==> src/rtl/pipeline_hazard_ctrl.sv <==
`default_nettype none
// ============================================================================
//  Module   : pipeline_hazard_ctrl
//  Brief    : Sequencing and hazard controller for a 5-stage MIPS pipeline.
//             Load-use stall, taken-branch flush, run/drain/halt sequencing
//             and saturating stall/flush event counters.
//  Revision : 1.0 - initial release
// ============================================================================
module pipeline_hazard_ctrl #(
    parameter int REG_W        = 5,
    parameter int DRAIN_CYCLES = 4,
    parameter int CNT_W        = 16
) (
    input  logic             clk,
    input  logic             reset,
    input  logic             i_run,
    input  logic             i_halt_req,
    input  logic [REG_W-1:0] i_id_rs,
    input  logic [REG_W-1:0] i_id_rt,
    input  logic             i_id_uses_rt,
    input  logic             i_ex_memRead,
    input  logic [REG_W-1:0] i_ex_rt,
    input  logic             i_mem_branch,
    input  logic             i_mem_zf,
    output logic             o_pc_write,
    output logic             o_pc_src,
    output logic             o_if_id_write,
    output logic             o_if_id_flush,
    output logic             o_id_ex_bubble,
    output logic             o_ex_mem_flush,
    output logic [1:0]       o_state,
    output logic [CNT_W-1:0] o_stall_cnt,
    output logic [CNT_W-1:0] o_flush_cnt
);

    // Sequencer states; the encoding is visible on o_state.
    localparam logic [1:0] c_ST_IDLE   = 2'b00;
    localparam logic [1:0] c_ST_RUN    = 2'b01;
    localparam logic [1:0] c_ST_DRAIN  = 2'b10;
    localparam logic [1:0] c_ST_HALTED = 2'b11;

    // Drain counter must hold DRAIN_CYCLES itself.
    localparam int              c_DW         = (DRAIN_CYCLES < 2) ? 1 : $clog2(DRAIN_CYCLES + 1);
    localparam logic [c_DW-1:0] c_DRAIN_LOAD = c_DW'(DRAIN_CYCLES);
    localparam logic [c_DW-1:0] c_DRAIN_ONE  = c_DW'(1);
    localparam logic [CNT_W-1:0] c_CNT_MAX   = {CNT_W{1'b1}};

    logic [1:0]       r_state;
    logic [c_DW-1:0]  r_drain;
    logic [CNT_W-1:0] r_stall_cnt;
    logic [CNT_W-1:0] r_flush_cnt;

    logic [1:0]       w_next_state;
    logic [c_DW-1:0]  w_next_drain;
    logic             w_stall_evt;
    logic             w_flush_evt;
    logic             w_lu;
    logic             w_brt;

    // Load-use: the load in EX writes a register the ID instruction reads.
    // Register 0 is never a real dependency.
    assign w_lu  = i_ex_memRead && (i_ex_rt != '0) &&
                   ((i_ex_rt == i_id_rs) || (i_id_uses_rt && (i_ex_rt == i_id_rt)));
    assign w_brt = i_mem_branch && i_mem_zf;

    assign o_state     = r_state;
    assign o_stall_cnt = r_stall_cnt;
    assign o_flush_cnt = r_flush_cnt;

    // Mealy pipeline controls and next-state selection.
    always_comb begin
        // Quiescent pipeline: nothing advances, every stage is forced empty.
        o_pc_write     = 1'b0;
        o_pc_src       = 1'b0;
        o_if_id_write  = 1'b0;
        o_if_id_flush  = 1'b1;
        o_id_ex_bubble = 1'b1;
        o_ex_mem_flush = 1'b1;
        w_next_state   = r_state;
        w_next_drain   = r_drain;
        w_stall_evt    = 1'b0;
        w_flush_evt    = 1'b0;

        case (r_state)
            c_ST_IDLE, c_ST_HALTED: begin
                if (i_run) begin
                    w_next_state = c_ST_RUN;
                end
            end

            c_ST_RUN: begin
                o_pc_write     = 1'b1;
                o_if_id_write  = 1'b1;
                o_if_id_flush  = 1'b0;
                o_id_ex_bubble = 1'b0;
                o_ex_mem_flush = 1'b0;
                if (w_brt) begin
                    // Younger stages are on the wrong path, so any load-use
                    // they show is irrelevant.
                    o_pc_src       = 1'b1;
                    o_if_id_flush  = 1'b1;
                    o_id_ex_bubble = 1'b1;
                    o_ex_mem_flush = 1'b1;
                    w_flush_evt    = 1'b1;
                end else if (w_lu) begin
                    // One bubble suffices: next cycle EX no longer holds the load.
                    o_pc_write     = 1'b0;
                    o_if_id_write  = 1'b0;
                    o_id_ex_bubble = 1'b1;
                    w_stall_evt    = 1'b1;
                end
                if (i_halt_req) begin
                    w_next_state = c_ST_DRAIN;
                    w_next_drain = c_DRAIN_LOAD;
                end
            end

            c_ST_DRAIN: begin
                // Fetch stops; NOPs are fed behind the in-flight instructions.
                o_pc_write     = 1'b0;
                o_if_id_write  = 1'b1;
                o_if_id_flush  = 1'b1;
                o_id_ex_bubble = 1'b0;
                o_ex_mem_flush = 1'b0;
                if (w_brt) begin
                    // Redirect the PC so a later resume fetches the target.
                    o_pc_src       = 1'b1;
                    o_pc_write     = 1'b1;
                    o_id_ex_bubble = 1'b1;
                    o_ex_mem_flush = 1'b1;
                    w_flush_evt    = 1'b1;
                end else if (w_lu) begin
                    // The dependent instruction waits in IF/ID; this cycle
                    // retires nothing, so the drain count is not consumed.
                    o_if_id_write  = 1'b0;
                    o_if_id_flush  = 1'b0;
                    o_id_ex_bubble = 1'b1;
                    w_stall_evt    = 1'b1;
                end
                if (w_brt || !w_lu) begin
                    if (r_drain <= c_DRAIN_ONE) begin
                        w_next_state = c_ST_HALTED;
                        w_next_drain = '0;
                    end else begin
                        w_next_drain = r_drain - c_DRAIN_ONE;
                    end
                end
            end

            default: begin
                w_next_state = c_ST_IDLE;
            end
        endcase

        // Reset holds the pipeline quiescent regardless of the current state.
        if (reset) begin
            o_pc_write     = 1'b0;
            o_pc_src       = 1'b0;
            o_if_id_write  = 1'b0;
            o_if_id_flush  = 1'b1;
            o_id_ex_bubble = 1'b1;
            o_ex_mem_flush = 1'b1;
        end
    end

    // State, drain counter and saturating event counters.
    always_ff @(posedge clk) begin
        if (reset) begin
            r_state     <= c_ST_IDLE;
            r_drain     <= '0;
            r_stall_cnt <= '0;
            r_flush_cnt <= '0;
        end else begin
            r_state <= w_next_state;
            r_drain <= w_next_drain;
            if (w_stall_evt && (r_stall_cnt != c_CNT_MAX)) begin
                r_stall_cnt <= r_stall_cnt + 1'b1;
            end
            if (w_flush_evt && (r_flush_cnt != c_CNT_MAX)) begin
                r_flush_cnt <= r_flush_cnt + 1'b1;
            end
        end
    end

endmodule
`default_nettype wire

==> config.mk <==
export PLATFORM = sky130hd
export DESIGN_NAME = pipeline_hazard_ctrl
export DESIGN_NICKNAME = d
export VERILOG_FILES = /design/src/rtl/pipeline_hazard_ctrl.sv
export SDC_FILE = /design/constraint.sdc
export NUM_CORES = 1
export LEC_CHECK = 0
export CORE_UTILIZATION = 47
export DETAILED_ROUTE_END_ITERATION = 10
export MAX_ROUTING_LAYER = met4
export PLACE_DENSITY = 0.87
export SYNTH_ARGS = -nofsm -noshare
export SYNTH_HDL_FRONTEND = slang
export SYNTH_SLANG_ARGS = --single-unit
==> constraint.sdc <==
create_clock -name clk -period 2.6 [get_ports clk]
set_input_delay 0.52 -clock clk [delete_from_list [all_inputs] [get_ports clk]]
set_output_delay 0.52 -clock clk [all_outputs]
set_load 0.005 [all_outputs]
==> metrics.yaml, run 1 <==
fp.dieArea_um2: 4860
p_leak_nw: 1.18
max-cap-violations: 0
run_status: "complete, no violations"
drc: 0
cpMostUsedCell: "buf_6"
final_common_cell: "clkdlybuf4s50_1"
p_clk_frac: 0.318
fin_worst_skew_ns: 0.00237
synth_edf_count: 0
crit_arrival_ns: 1.99
vdd_drop_max_mv: 0.368
seqPwrFrac: 0.388
cts.htree.levels: 2
path_cells: "buf_6, buf_6, buf_4, xnor2_2, nand2_1, o22ai_2, or2b_1, nor2_4, o21ai_1, clkdlybuf4s15_2"
crit_path_end_kind: "output port"
synth_top_area_cell: "dfxtp_1"
globalRoute.totalOverflow: 0
combPwrFrac: 0.294
drt-initial-drc-count: 103
clk_path_buf_depth: 2
globalRouteTotalUtil: 0.237
clock.fmax_mhz: 399
antenna_cells: 0
synth_area_um2: 2160
wl_per_cell_um: 13.8
startpoint_type: "input port"
rr_worst_depth: 8
synth.distinct_cells: 43
reg2reg_slack_ns: 0.23
synth.avg_cell_area_um2: 8.20
finalCritPeriodShare: 0.965
clock-sinks: 37
holdPathEnd: "r_drain[1]$_SDFFE_PP0P_"
finalHoldViolCount: 0
r2r_end: "o_stall_cnt[10]$_SDFFE_PP0P_"
dpl_cell_area_um2: 2880
synthToLayoutAreaGrowth_pct: 47.8
grt_pass1_vias: 2087
p_total_mw: 1.58
worst_pin_slew_ns: 0.549
synth_top_area_frac: 0.344
period_needed_ns: 2.51
wirelength_um: 5580
post-place-cells: 379
via_per_inst: 5.39
drive_above_1_share: 0.208
setup_viol: 0
clkTransAtPathRegs_ns: 0.08
ys_ff_latch: 37
die_h_um: 69.7
cp_top_family: "buffers and inverters"
fin_cells: 403
netlist_instances: 263
hold_path_class: "flip-flop to flip-flop"
initial_utilization: 0.492
grt_max_degree: 42
cts-buffers-inserted: 5
rsz0062_at_grt: "no"
core_um2: 4380
hold_start: "r_drain[1]$_SDFFE_PP0P_"
gp_congestion: 0.833
reg2reg_from: "o_state[0]$_SDFFE_PP0P_"
antenna_found_initial: 0
drtAntennaViolNets: 0
slowest_stage: "or2b_1"
crit_required_ns: 2.08
synthTopCellsByArea: "dfxtp_1 34%, nor2_1 6.8%, xnor2_1 6.1%"
slowest_delay_ns: 0.30
numPortBuffers: 62
min_path_cells: 2
rows: 24
final_cell_mix: "43 x clkdlybuf4s50_1, 37 x dfxtp_1, 35 x nor2_1"
drv_slew: 0
boundaryPins: 63
syn_nets: 293
synthArstFlopShare: 0
cts_tree: "built"
path_class: "input port to output port"
worst-path-buf-inv: 4
grt_pass1_wl_um: 9090
ys_warn_count: 0
clock_latency_ns: 0.29
slew_headroom: 0.630
final_nets: 380
crit_fanout: 3
p_per_area_nw_per_um2: 495
synth-seq-area-share: 0.344
cts-root-buf: "clkbuf_8"
die_w_um: 69.7
final_area_um2: 3190
routed-via-count: 2172
ctsHoldBuffers: 0
internal-power_mw: 1.11
drtPass1Iterations: 4
place_hpwl_um: 3770
power.net_switching_uw: 464
synthFlopType: "dfxtp_1"
p_sw_frac: 0.294
power groups by stage:
| stage | Sequential (mW) | Clock, mW | Combinational, mW |
|---|---|---|---|
| 6_report | 0.612 | 0.502 | 0.464 |
| 5_1_grt | 0.616 | 0.539 | 0.500 |
| 4_1_cts | 0.612 | 0.511 | 0.428 |
| 3_5_place_dp | 0.626 | 0 | 0.411 |
| 3_3_place_gp | 0.624 | 0 | 0.396 |
| 2_1_floorplan | 0.624 | 0 | 0.223 |
logic make-up (layout without fill, tap and decap cells):
logic type / count (synthesis) / after routing / synth area share
AO/OA/AOI/OAI: 37 / 37 / 0.110
XOR/XNOR: 26 / 26 / 0.106
adder cells (fa/ha/maj): 7 / 7 / 0.0406
buffers and inverters: 20 / 108 / 0.0429
flip-flops: 37 / 37 / 0.344
multiplexers: 8 / 8 / 0.0400
AND/OR/NAND/NOR: 128 / 128 / 0.317
timing repair:
action / CTS / global route
setup buffers: 20 / 1
setup endpoints to repair: 4 / 22
pin swaps: 16 / 14
hold endpoints to repair: 0 / 0
resized for setup: 40 / 30
gates cloned: 0 / 0
registers in the layout (all words and copies together), names as in the netlist:
signal,count
o_flush_cnt,16
o_stall_cnt,16
r_drain,3
o_state,2
worst register-to-register path, delay by kind of cell (launching register included):
family                     cells  cell delay, ns
AOI/OAI and AO/OA              1            0.15
adders and majority gates      1            0.40
buffers and inverters          3            0.44
DFF                            1            0.38
and+or+nand+nor                3            0.94
cell usage after synthesis, types with 5 or more instances:
cell / n
inv_1: 9
a21oi_1: 16
nor4_1: 5
nand4_1: 10
nand2_1: 19
xnor2_1: 15
dfxtp_1: 37
nand3_1: 18
clkbuf_1: 7
nor2_1: 39
or3_1: 9
xor2_1: 11
ha_1: 7
o21ai_0: 9
per-layer routing:
metal,up-vias,share of wire,routed length (um),global-route usage
met4,0,0.011,60,0.0689
met2,52,0.51,2860,0.426
met1,1015,0.43,2380,0.262
met5,-,0,0,-
met3,7,0.050,281,0.0509
li1,1098,-,-,-
final cells by class:
type | count | area, um^2
multi-input cells | 206 | 1430
clock inverters | 3 | 46.3
repair buffers | 91 | 803
well taps | 52 | 65.1
flip-flops and latches | 37 | 741
fillers | 330 | 1200
inverters | 9 | 33.8
clock buffers | 5 | 68.8
worst max-delay path by stage:
stage / from / end / slack (ns) / cells after the start
2_1_floorplan: i_ex_rt[1] / o_if_id_flush / 0.44 / 5
3_5_place_dp: i_ex_rt[2] / o_if_id_flush / -0.55 / 7
4_1_cts: i_ex_rt[1] / o_state[0]$_SDFFE_PP0P_ / -0.0002 / 17
6_report: i_ex_rt[1] / o_pc_write / 0.09 / 10
5_1_grt: i_id_rs[2] / o_pc_write / 0.0004 / 8
3_3_place_gp: i_ex_rt[2] / o_pc_write / -0.49 / 7
stage by stage:
step	setup slack (ns)	hold slack [ns]	setup TNS [ns]	util
after floorplan	0.437	0.432	0	-
final	0.0911	0.469	0	0.727
after detailed placement	-0.550	0.453	-2.18	0.657
after CTS	-0.000181	0.464	-0.000181	0.720
after global routing	0.000427	0.502	0	0.727
after global placement	-0.485	0.442	-1.91	0.657
Power figures use the tool's default switching activity.
==> run 2: changes to the inputs <==
--- a/config.mk
+++ b/config.mk
@@ -5,6 +5,7 @@
 export SDC_FILE = /design/constraint.sdc
 export NUM_CORES = 1
 export LEC_CHECK = 0
+export CORE_MARGIN = 3
 export CORE_UTILIZATION = 47
 export DETAILED_ROUTE_END_ITERATION = 10
 export MAX_ROUTING_LAYER = met4
==> run 2 against run 1 <==
Power down 9.3%; worst setup slack got worse by 0.018 ns; fmax fell by 0.70%; register-to-register slack improved by 0.06 ns; largest cell class unchanged; critical path depth is 2 lower; die area up 12%.
==> metrics.yaml, run 2 (synthesized netlist as in run 1, its figures left out) <==
core_um2: 4380
antenna_cells: 0
slew_headroom: 0.669
max-cap-violations: 0
cts_tree: "built"
via_per_inst: 5.40
clock.fmax_mhz: 396
cts-root-buf: "clkbuf_8"
gp_congestion: 0.829
initial_utilization: 0.492
cp_top_family: "simple AND/OR/NAND/NOR gates"
crit_fanout: 2
boundaryPins: 63
final_cell_mix: "43 x clkdlybuf4s50_1, 37 x nor2_1, 37 x dfxtp_1"
synthToLayoutAreaGrowth_pct: 45.8
vdd_drop_max_mv: 0.408
path_cells: "clkdlybuf4s15_1, or4_4, o21ai_4, or2b_1, nor2_2, buf_4, nor3_2, buf_2"
wl_per_cell_um: 13.9
p_per_area_nw_per_um2: 455
clock_latency_ns: 0.29
cts-buffers-inserted: 5
final_common_cell: "clkdlybuf4s50_1"
fillers: 343
p_leak_nw: 1.17
clock-sinks: 37
post-place-cells: 384
rr_worst_depth: 7
grt_pass1_vias: 2149
critical_path.startpoint: "i_ex_rt[1]"
crit_path_end_kind: "output port"
post-route-util: 0.717
period_needed_ns: 2.53
fin_ws_ns: 0.0733
die_h_um: 73.7
grt_max_degree: 42
antenna_found_initial: 0
fin_cells: 400
dp_slack_ns: -0.522
worst-path-buf-inv: 3
die_w_um: 73.7
path_class: "input port to output port"
globalRouteTotalUtil: 0.217
globalRoute.totalOverflow: 0
drtAntennaViolNets: 0
slowest_delay_ns: 0.55
final_nets: 378
crit_arrival_ns: 2.01
drt-initial-drc-count: 94
worst_pin_slew_ns: 0.492
finalCritPeriodShare: 0.972
min_path_cells: 2
ctsHoldBuffers: 0
holdPathEnd: "r_drain[1]$_SDFFE_PP0P_"
crit_required_ns: 2.08
drc: 0
startpoint_type: "input port"
numPortBuffers: 62
routed-via-count: 2158
finalHoldViolCount: 0
grt_pass1_wl_um: 9040
clk_path_buf_depth: 2
fp.dieArea_um2: 5440
reg2reg_slack_ns: 0.29
rows: 24
run_status: "complete, no violations"
cts.htree.levels: 2
wirelength_um: 5550
reg2reg_from: "o_state[0]$_SDFFE_PP0P_"
drive_above_1_share: 0.181
hold_start: "r_drain[1]$_SDFFE_PP0P_"
place_hpwl_um: 3900
setup_viol: 0
hold_path_class: "flip-flop to flip-flop"
fin_worst_skew_ns: 0.00941
drv_slew: 0
r2r_end: "o_stall_cnt[14]$_SDFFE_PP0P_"
drtPass1Iterations: 4
clkTransAtPathRegs_ns: 0.07
slowest_stage: "or4_4"
run 2: cell type report:
class / instances / area, um^2 / share of cell area
clock inverter: 1 / 8.76 / 0.00279
sequential: 37 / 741 / 0.236
timing repair buffer: 89 / 797 / 0.254
multi-input combinational: 206 / 1430 / 0.453
clock buffer: 6 / 72.6 / 0.0231
inverter: 9 / 33.8 / 0.0107
tap: 52 / 65.1 / 0.0207
run 2: through the flow:
stage          hold WS (ns)  total power [mW]  TNS (ns)  instance area [um^2]
2_1_floorplan         0.432             0.846         0                  2160
3_3_place_gp          0.440              1.03     -1.76                  2920
3_5_place_dp          0.450              1.04     -2.14                  2920
4_1_cts               0.462              1.42  -0.00990                  3090
5_1_grt               0.479              1.51   -0.0518                  3140
6_report              0.459              1.43         0                  3140
run 2: repair_timing:
item | CTS | global route
pin swaps | 12 | 11
cloned | 0 | 1
setup endpoints to repair | 4 | 18
setup buffers | 8 | 0
resized for setup | 36 | 20
run 2: routing by layer:
metal  wire length (um)  GRT usage  up-vias
met1               2420      0.244      992
met4                 58     0.0644        0
met2               2710      0.371       67
met3                362     0.0629        6
met5                  0          -        -
li1                   -          -     1093
run 2: tightest hold or removal path, cell delays in order (launching register included):
cell and delay, ns:
dfxtp_1 0.31, nand2_1 0.05, a21oi_1 0.05
run 2: how the worst max path moves through the flow:
stage                              endpoint  slack [ns]  cells after the start
6_report                      o_if_id_write        0.07                      8
5_1_grt        o_stall_cnt[14]$_SDFFE_PP0P_       -0.04                     14
4_1_cts                       o_if_id_flush       -0.01                      8
3_5_place_dp                  o_if_id_flush       -0.52                      9
3_3_place_gp                     o_pc_write       -0.48                      7
2_1_floorplan                 o_if_id_flush        0.44                      5
run 2: power breakdown:
| group | leakage, nW | internal [mW] | switching (mW) | total (mW) |
|---|---|---|---|---|
| Sequential | 0.299 | 0.591 | 0.0226 | 0.614 |
| Clock | 0.0412 | 0.186 | 0.203 | 0.389 |
| Combinational | 0.832 | 0.221 | 0.206 | 0.427 |
